## config.mk

```make
export PLATFORM = sky130hd
export DESIGN_NAME = load_store_unit
export DESIGN_NICKNAME = d
export VERILOG_FILES = /design/src/rtl/load_store_unit.sv
export SDC_FILE = /design/constraint.sdc
export NUM_CORES = 1
export LEC_CHECK = 0
export ABC_CLOCK_PERIOD_IN_PS = 2800
export BUFFER_PORTS_ARGS = -buffer_cell sky130_fd_sc_hd__buf_2
export CAP_MARGIN = 20
export CORE_ASPECT_RATIO = 0.75
export CORE_UTILIZATION = 44
export DETAILED_ROUTE_END_ITERATION = 12
export PLACE_DENSITY = 0.84
export SYNTH_ARGS = -nofsm -noshare
export SYNTH_HDL_FRONTEND = slang
export SYNTH_SLANG_ARGS = --single-unit
```

## constraint.sdc

```tcl
create_clock -name clk -period 2.8 [get_ports clk]
set_input_delay 0 -clock clk [delete_from_list [all_inputs] [get_ports clk]]
set_output_delay 0 -clock clk [all_outputs]
set_load 0.03 [all_outputs]
```

## src/rtl/load_store_unit.sv

```systemverilog
// Memory-stage load/store controller in front of data_mem: one request at a time, single-cycle response.
// Define LSU_MISALIGN_EN to split misaligned accesses; otherwise misaligned requests return an error.
module load_store_unit (
    input  logic        clk,
    input  logic        reset,
    input  logic        req_valid,
    output logic        req_ready,
    input  logic        req_is_store,
    input  logic [2:0]  req_funct3,
    input  logic [31:0] req_addr,
    input  logic [31:0] req_wdata,
    output logic        resp_valid,
    output logic [31:0] resp_data,
    output logic        resp_err,
    output logic [31:0] mem_address,
    output logic [31:0] mem_write_data,
    output logic [2:0]  mem_funct3,
    output logic        mem_read_enable,
    output logic        mem_write_enable,
    input  logic [31:0] mem_read_data
);

`ifdef LSU_MISALIGN_EN
    typedef enum logic [2:0] {IDLE, ACC0, ACC1, STB, RESP} state_t;
`else
    typedef enum logic [2:0] {IDLE, ACC0, RESP} state_t;
`endif

    state_t      state_q, state_d;
    logic [31:0] addr_q, wdata_q, lo_q;
    logic [2:0]  funct3_q;
    logic        is_store_q, err_q;
    logic        req_legal, req_misaligned, req_err;
    logic [31:0] load_result;

    // Handshake: a request transfers on a rising edge where req_valid and req_ready are both high;
    // the response is a one-cycle resp_valid pulse with no backpressure.
    always_comb begin
        case (req_funct3)
            3'b000, 3'b001, 3'b010: req_legal = 1'b1;
            3'b100, 3'b101:         req_legal = !req_is_store;
            default:                req_legal = 1'b0;
        endcase
        req_misaligned = (req_funct3[1:0] == 2'b01 && req_addr[0]) ||
                         (req_funct3[1:0] == 2'b10 && req_addr[1:0] != 2'b00);
`ifdef LSU_MISALIGN_EN
        req_err = !req_legal;
`else
        req_err = !req_legal || req_misaligned;
`endif
    end

`ifdef LSU_MISALIGN_EN
    logic [31:0] hi_q;
    logic [1:0]  k_q;
    logic [3:0]  size_bytes;
    logic        crossing;
    logic [1:0]  last_k;
    logic [63:0] shifted;

    always_comb begin
        case (funct3_q[1:0])
            2'b00:   size_bytes = 4'd1;
            2'b01:   size_bytes = 4'd2;
            default: size_bytes = 4'd4;
        endcase
        crossing = ({2'b00, addr_q[1:0]} + size_bytes) > 4'd4;
        last_k   = size_bytes[1:0] - 2'd1;
        shifted  = {hi_q, lo_q} >> {addr_q[1:0], 3'b000};
    end
`else
    logic [31:0] shifted;
    always_comb shifted = lo_q >> {addr_q[1:0], 3'b000};
`endif

    always_comb begin
        case (funct3_q)
            3'b000:  load_result = {{24{shifted[7]}}, shifted[7:0]};
            3'b001:  load_result = {{16{shifted[15]}}, shifted[15:0]};
            3'b100:  load_result = {24'h0, shifted[7:0]};
            3'b101:  load_result = {16'h0, shifted[15:0]};
            default: load_result = shifted[31:0];
        endcase
    end

    always_ff @(posedge clk or posedge reset) begin
        if (reset) begin
            state_q    <= IDLE;
            addr_q     <= 32'h0;
            wdata_q    <= 32'h0;
            lo_q       <= 32'h0;
            funct3_q   <= 3'b000;
            is_store_q <= 1'b0;
            err_q      <= 1'b0;
`ifdef LSU_MISALIGN_EN
            hi_q       <= 32'h0;
            k_q        <= 2'd0;
`endif
        end else begin
            state_q <= state_d;
            if (state_q == IDLE && req_valid) begin
                addr_q     <= req_addr;
                wdata_q    <= req_wdata;
                funct3_q   <= req_funct3;
                is_store_q <= req_is_store;
                err_q      <= req_err;
            end
            if (state_q == ACC0 && !is_store_q)
                lo_q <= mem_read_data;
`ifdef LSU_MISALIGN_EN
            if (state_q == ACC1)
                hi_q <= mem_read_data;
            if (state_q == STB)
                k_q <= k_q + 2'd1;
            else
                k_q <= 2'd0;
`endif
        end
    end

    always_comb begin
        state_d          = state_q;
        req_ready        = 1'b0;
        resp_valid       = 1'b0;
        resp_err         = 1'b0;
        resp_data        = 32'h0;
        mem_address      = 32'h0;
        mem_write_data   = 32'h0;
        mem_funct3       = 3'b000;
        mem_read_enable  = 1'b0;
        mem_write_enable = 1'b0;
        case (state_q)
            IDLE: begin
                req_ready = 1'b1;
                if (req_valid) begin
                    if (req_err) begin
                        state_d = RESP;
                    end else begin
                        state_d = ACC0;
`ifdef LSU_MISALIGN_EN
                        if (req_is_store && req_misaligned) state_d = STB;
`endif
                    end
                end
            end
            ACC0: begin
                state_d = RESP;
                if (is_store_q) begin
                    mem_write_enable = 1'b1;
                    mem_funct3       = funct3_q;
                    mem_address      = addr_q;
                    mem_write_data   = wdata_q;
                end else begin
                    mem_read_enable = 1'b1;
                    mem_funct3      = 3'b010;
                    mem_address     = {addr_q[31:2], 2'b00};
`ifdef LSU_MISALIGN_EN
                    if (crossing) state_d = ACC1;
`endif
                end
            end
`ifdef LSU_MISALIGN_EN
            ACC1: begin
                state_d         = RESP;
                mem_read_enable = 1'b1;
                mem_funct3      = 3'b010;
                mem_address     = {addr_q[31:2], 2'b00} + 32'd4;
            end
            STB: begin
                mem_write_enable = 1'b1;
                mem_address      = addr_q + {30'h0, k_q};
                mem_write_data   = {24'h0, wdata_q[{k_q, 3'b000} +: 8]};
                if (k_q == last_k) state_d = RESP;
            end
`endif
            RESP: begin
                state_d    = IDLE;
                resp_valid = 1'b1;
                resp_err   = err_q;
                resp_data  = (err_q || is_store_q) ? 32'h0 : load_result;
            end
            default: state_d = IDLE;
        endcase
    end

endmodule

```

======== Word-level counts from Yosys, hierarchy flattened ========
Cells that the tools add are included.
storage, ports and cells
  output and inout bits ................... 104
  flip-flop bits (word level) ............. 104
  input bits .............................. 103
cells by class
  reduce and logical (&&, ||, !) cells .... 16
  equal/unequal tests ..................... 12
  multiplexer cells ....................... 20
  shifts and indexed selects .............. 1
operators with widths
  cell                                           number
  2-to-1 mux 32 bit                              5
  one-hot mux 32 bit (4 select lines)            1
  >> shifter 32 x 5 -> 32 bit                    1
  == test 3 bit, second input constant           4
  == test 3 x 1 -> 1 bit, second input constant  3
  logical NOT 3 bit                              3
  2-to-1 mux 3 bit                               3
  2-to-1 mux 1 bit                               7
  == test 3 x 2 -> 1 bit, second input constant  2
  one-hot mux 3 bit (2 select lines)             1
  logical AND 1 bit                              4
  2-to-1 mux 2 bit                               2
  logical NOT 1 bit                              3
  logical OR 1 bit                               3
  OR reduction 3 bit                             1
  == test 2 x 1 -> 1 bit, second input constant  1
  == test 2 bit, second input constant           1
  inequality test 2 bit, second input constant   1
  one-hot mux 1 bit (2 select lines)             1
  nonzero test 2 bit                             1
  OR reduction 2 bit                             1

======== Logic depth before layout (Yosys ltp) ========
  word-level depth ........................ 8
  depth in mapped cells ................... 6
  gate-level depth less buffers ........... 4

======== Worst setup path after synthesis ========
Ideal clock, no wire load.
  path kind ............................... register to output
  start point ............................. register state_q[0]
  end point ............................... output port resp_data[16]
  arrival time ............................ 2.227 ns
  buffers on the path ..................... 2
  setup slack ............................. 0.573 ns
  stages on the path, launching flop included .. 6
  cell sequence ........................... dfrtp_1 -> or4b_1 -> buf_2 -> or3_1 -> clkbuf_1 -> o21ai_0
on the way
  word-level cells in the longest chain between the ends .. 2
ends and longest elaborated chain
  what                    line  RTL
  from (decl)             29    state_t state_q, state_d;
  from (signal assigned)  100   state_q <= state_d;
  == test 3 x 2 -> 1 bit  132   case (state_q)
  2-to-1 mux 32 bit       132
  to (decl)               13    output logic [31:0] resp_data,
Every way passes these cells.

======== Worst setup path after layout ========
  start point ............................. register state_q[0]
  end point ............................... output port resp_data[21]
Same word-level chain as after synthesis.

==> results.txt <==
----------------------------------------------------
[Routing]
  Per-cell routed wire length ... roughly 17 um
  Drc violations ... 10
  Via density ... approximately 5.2
  Total number of vias ... between 4000 and 5000
  Count of nets left with antenna violations after detail routing ... 0
  Final routed wirelength across all metal layers ... about 15 mm
  Drt first-iter violations ... about 280
  DRT Pass-1 Iters ... 9

[Die]
  Initial cell density of the core ... between 40 and 50%
  DIE AREA ... 11900 um2
  I/O pins ... slightly above 200
  Chip width ... ~130 um
  Die height ... approximately 95 um
  Floorplan Core Area ... around 11000 um2
  Site Rows ... 33

[Clock tree]
  Clk Latency, worst-skew pair ... between 300 and 400 ps
  Clock edge transition at the registers on the reported setup and hold paths ... approximately 70 ps
  Clk Tree Root Cell ... sky130_fd_sc_hd__clkbuf_16
  H-Tree Level Count ... 3
  Postcts setup bufs ... 0
  Worst-case clock buffer depth ... 2
  TritonCTS clock tree ... done
  Clock buffers created by TritonCTS ... 9
  Total number of clock tree sinks ... 103

[Logic synthesis]
  Yosys reg bits ... a little over 100
  Net count of the mapped netlist ... approximately 520
  Cell count after synthesis ... approximately 410
  Sequential-to-total area share from yosys stat ... between 50 and 60%
  Post-synthesis area per instance ... 12.2 um2
  Netlist area before placement ... ~5000 um2
  Warnings, synthesis ... 0
  Unique masters post-synth ... 29

[Final layout]
  Area growth from synthesis to layout ... 49.5%
  Antenna Cells ... 0
  Fraction of layout instances using a drive strength above 1 ... a little under half
  Area of all placed cells without fillers ... approximately 7500 um2
  Utilization after layout ... approximately two thirds
  Final nets ... 810

[Worst setup path]
  Required @ worst endpoint ... 2800 ps
  Delay of the slowest cell on the worst path ... around 620 ps
  Largest delay share family, worst path ... simple AND/OR/NAND/NOR gates
  Critical-path maximum fanout ... 8
  Kind of capture point of the worst setup path ... output port
  Worst R2R Setup Slack ... 1130 ps
  Kind of start point of the critical path ... register
  Worst Reg2Reg Path Length in Cells ... 4
  Slowest cell on the critical path ... sky130_fd_sc_hd__or4b_1
  Series of cell instances along the critical path ... or4b_1, or3_4, a2111o_1, o21ai_0, buf_2
  Data arrival time of the worst path ... 2650 ps
  Startpoint of the most critical register-to-register path ... is_store_q
  Worst flop-to-flop path endpoint ... lo_q[17]
  Buffers & Inverters on Critical Path ... 1
  Critical path start-end classification ... reg -> out

[Run status]
  Violations in the final reports ... DRC
  Outcome ... finished with violations

[Timing]
  Summed negative setup slack over all endpoints ... 0 ps
  Worst Hold Margin ... ~43 ps
  Worst max-slew margin expressed relative to the limit ... between 50% and 60%
  Achievable clock frequency ... roughly 380 MHz
  Fin. Hold Viols ... 0
  Worst slew pin tran ... 654 ps
  Skew final ... ~6.7 ps
  Final cycle utilization of the critical path ... 94.5%
  Final setup vio count ... 0
  Minimum clock period ... ~2600 ps
  Setup repair after global routing missed its margin ... false
  Number of pins exceeding their max-slew limit in the final report ... 0

[Global routing]
  All-layer global routing usage ... approximately 25%
  Wire length of the first global-routing pass ... approximately 23 mm
  Leftover overflow at the end of global routing ... 0
  Largest net degree at the start of global routing ... 72
  Number of antenna violations at the first check in global routing ... 0
  Via count of the first global-routing pass ... roughly 4600

[Run]
  Total of max-cap violations ... 0

[Power]
  Part of the power in combinational logic ... 30.5%
  Flop pwr share ... a little under half
  Int Power ... between 3000 and 4000 uW
  Worst vdd ir ... roughly 360 uV
  Leak pwr ... 0.00383 uW
  Net switching share of the total power ... 33.0%
  Total power per unit cell area ... 675 nW/um2
  Part of the power in the clock network ... 23.2%
  Power spent charging and discharging nets ... 1670 uW

[Worst hold path]
  Launch instance of the worst min-delay path ... req_valid
  Hold WC Path Type ... in -> reg
  Hold Path Sink ... state_q[1]
  WHS Path Cells ... 3

[Place]
  Post-detail-place hpwl ... 9.36 mm
  Number of buffer cells added on primary ports ... around 200
  Global placer's final weighted congestion ... 0.960
  Placement Cell Area ... 6220 um2

----------------------------------------------------
==> layout make-up <==
type / instances / area (um2)
tap: 140 / 175
clock buffer: 12 / 256
fill: 772 / 3500
clock inverter: 4 / 30.0
timing repair buffer: 316 / 2130
inverter: 4 / 17.5
multi-input combinational: 273 / 2330
sequential: 103 / 2580
==> kinds of logic (layout without fill, tap and decap cells) <==
group | after synthesis | count (layout) | share of synthesized area (%)
simple gates | 102 | 102 | 12.2
mux | 118 | 118 | 26.0
compound gates | 53 | 53 | 7.71
buf+inv | 38 | 336 | 2.86
flops | 103 | 103 | 51.2
==> registers in the layout, indices dropped and copies added, names as in the netlist <==
| register | count |
|---|---|
| wdata_q | 32 |
| err_q | 1 |
| state_q | 2 |
| funct3_q | 3 |
| is_store_q | 1 |
| lo_q | 32 |
| addr_q | 32 |
==> cells in the mapped netlist <==
cell type                   number  area share (%)
sky130_fd_sc_hd__a21o_1          8             1.2
sky130_fd_sc_hd__or3_1           2            0.25
sky130_fd_sc_hd__a2bb2oi_1       1            0.17
sky130_fd_sc_hd__a2111o_1        1            0.22
sky130_fd_sc_hd__mux2_2        101              23
sky130_fd_sc_hd__or3_4           1            0.22
sky130_fd_sc_hd__a21oi_1         9            0.90
sky130_fd_sc_hd__a211oi_1       14             2.1
sky130_fd_sc_hd__buf_1           2            0.15
sky130_fd_sc_hd__o21ai_0        10            0.99
sky130_fd_sc_hd__nand2b_1        3            0.37
sky130_fd_sc_hd__mux2i_1        17             3.4
sky130_fd_sc_hd__clkbuf_1       31             2.3
sky130_fd_sc_hd__o2bb2ai_1       7             1.2
sky130_fd_sc_hd__or2_2           1            0.12
sky130_fd_sc_hd__nor2_1          5            0.37
sky130_fd_sc_hd__and3_1         36             4.5
sky130_fd_sc_hd__a221o_1         1            0.20
sky130_fd_sc_hd__nor3b_1         1            0.15
sky130_fd_sc_hd__o41ai_1         1            0.17
sky130_fd_sc_hd__a2111oi_4       1            0.55
sky130_fd_sc_hd__nor2b_1        10             1.2
sky130_fd_sc_hd__nor3_1          1           0.099
sky130_fd_sc_hd__buf_2           1           0.099
sky130_fd_sc_hd__dfrtp_1       103              51
sky130_fd_sc_hd__nand2_1         8            0.60
sky130_fd_sc_hd__or4b_1          1            0.20
sky130_fd_sc_hd__inv_1           4            0.30
sky130_fd_sc_hd__and2_1         33             4.1
==> cells in the final DEF (no fill, tap or decap), types with 2 or more instances in the layout <==
| master | netlist | layout |
|---|---|---|
| sky130_fd_sc_hd__nand2b_1 | 3 | 3 |
| sky130_fd_sc_hd__nand2_1 | 8 | 8 |
| sky130_fd_sc_hd__clkbuf_16 | 0 | 9 |
| sky130_fd_sc_hd__clkbuf_8 | 0 | 2 |
| sky130_fd_sc_hd__or3_1 | 2 | 2 |
| sky130_fd_sc_hd__and3_1 | 36 | 36 |
| sky130_fd_sc_hd__nor2b_1 | 10 | 9 |
| sky130_fd_sc_hd__clkinvlp_4 | 0 | 4 |
| sky130_fd_sc_hd__inv_1 | 4 | 3 |
| sky130_fd_sc_hd__and2_1 | 33 | 33 |
| sky130_fd_sc_hd__dlygate4sd3_1 | 0 | 101 |
| sky130_fd_sc_hd__nor2_2 | 0 | 2 |
| sky130_fd_sc_hd__o21ai_0 | 10 | 10 |
| sky130_fd_sc_hd__a21oi_1 | 9 | 9 |
| sky130_fd_sc_hd__buf_2 | 1 | 206 |
| sky130_fd_sc_hd__mux2_2 | 101 | 101 |
| sky130_fd_sc_hd__a211oi_1 | 14 | 14 |
| sky130_fd_sc_hd__mux2i_1 | 17 | 17 |
| sky130_fd_sc_hd__o2bb2ai_1 | 7 | 7 |
| sky130_fd_sc_hd__dfrtp_1 | 103 | 103 |
| sky130_fd_sc_hd__buf_4 | 0 | 7 |
| sky130_fd_sc_hd__nor2_1 | 5 | 2 |
| sky130_fd_sc_hd__a21o_1 | 8 | 8 |
| sky130_fd_sc_hd__buf_12 | 0 | 2 |
==> stage by stage <==
step,power (uW),setup slack [ps],cells
finish,5080,153,852
global placement,3650,573,735
detailed placement,3740,529,735
global route,5320,69.2,852
floorplan,3260,96.2,414
CTS,5060,150,852
==> power by group through the flow <==
stage / clock [uW] / combinational (uW) / sequential [uW]
2_1_floorplan: 0 / 1090 / 2170
5_1_grt: 1270 / 1650 / 2400
3_5_place_dp: 0 / 1390 / 2340
4_1_cts: 1220 / 1510 / 2320
3_3_place_gp: 0 / 1350 / 2310
6_report: 1180 / 1550 / 2350
==> routing by layer <==
layer  global-route usage (%)  routed length [um]  vias to the layer above
met5                        0                   0                        -
met4                     8.84                 351                        0
met3                     4.87                 803                       31
met2                     42.9                7310                      193
met1                     30.6                6150                     2155
li1                         -                   -                     2062
==> worst register-to-register path: stages (launching register included) <==
cell,delay [ps]
sky130_fd_sc_hd__dfrtp_1,370
sky130_fd_sc_hd__buf_4,250
sky130_fd_sc_hd__nor2_2,140
sky130_fd_sc_hd__buf_4,390
sky130_fd_sc_hd__mux2_2,410
==> what timing repair did <==
action | in CTS | in global routing
resized for setup | 0 | 1
setup endpoints to repair | 0 | 8
endpoints found under the hold margin | 150 | 0
hold buffers | 101 | 0
==> how the worst max path moves through the flow <==
stage / start / endpoint / cells past startpoint
after detailed placement: state_q[0] / resp_data[24] / 5
after global routing: state_q[0] / resp_data[19] / 5
after global placement: state_q[0] / resp_data[28] / 5
after CTS: state_q[0] / resp_data[24] / 5
final: state_q[0] / resp_data[21] / 5
after floorplan: reset / addr_q[0] / 1
Note: power is estimated with default switching activity, not from simulation.
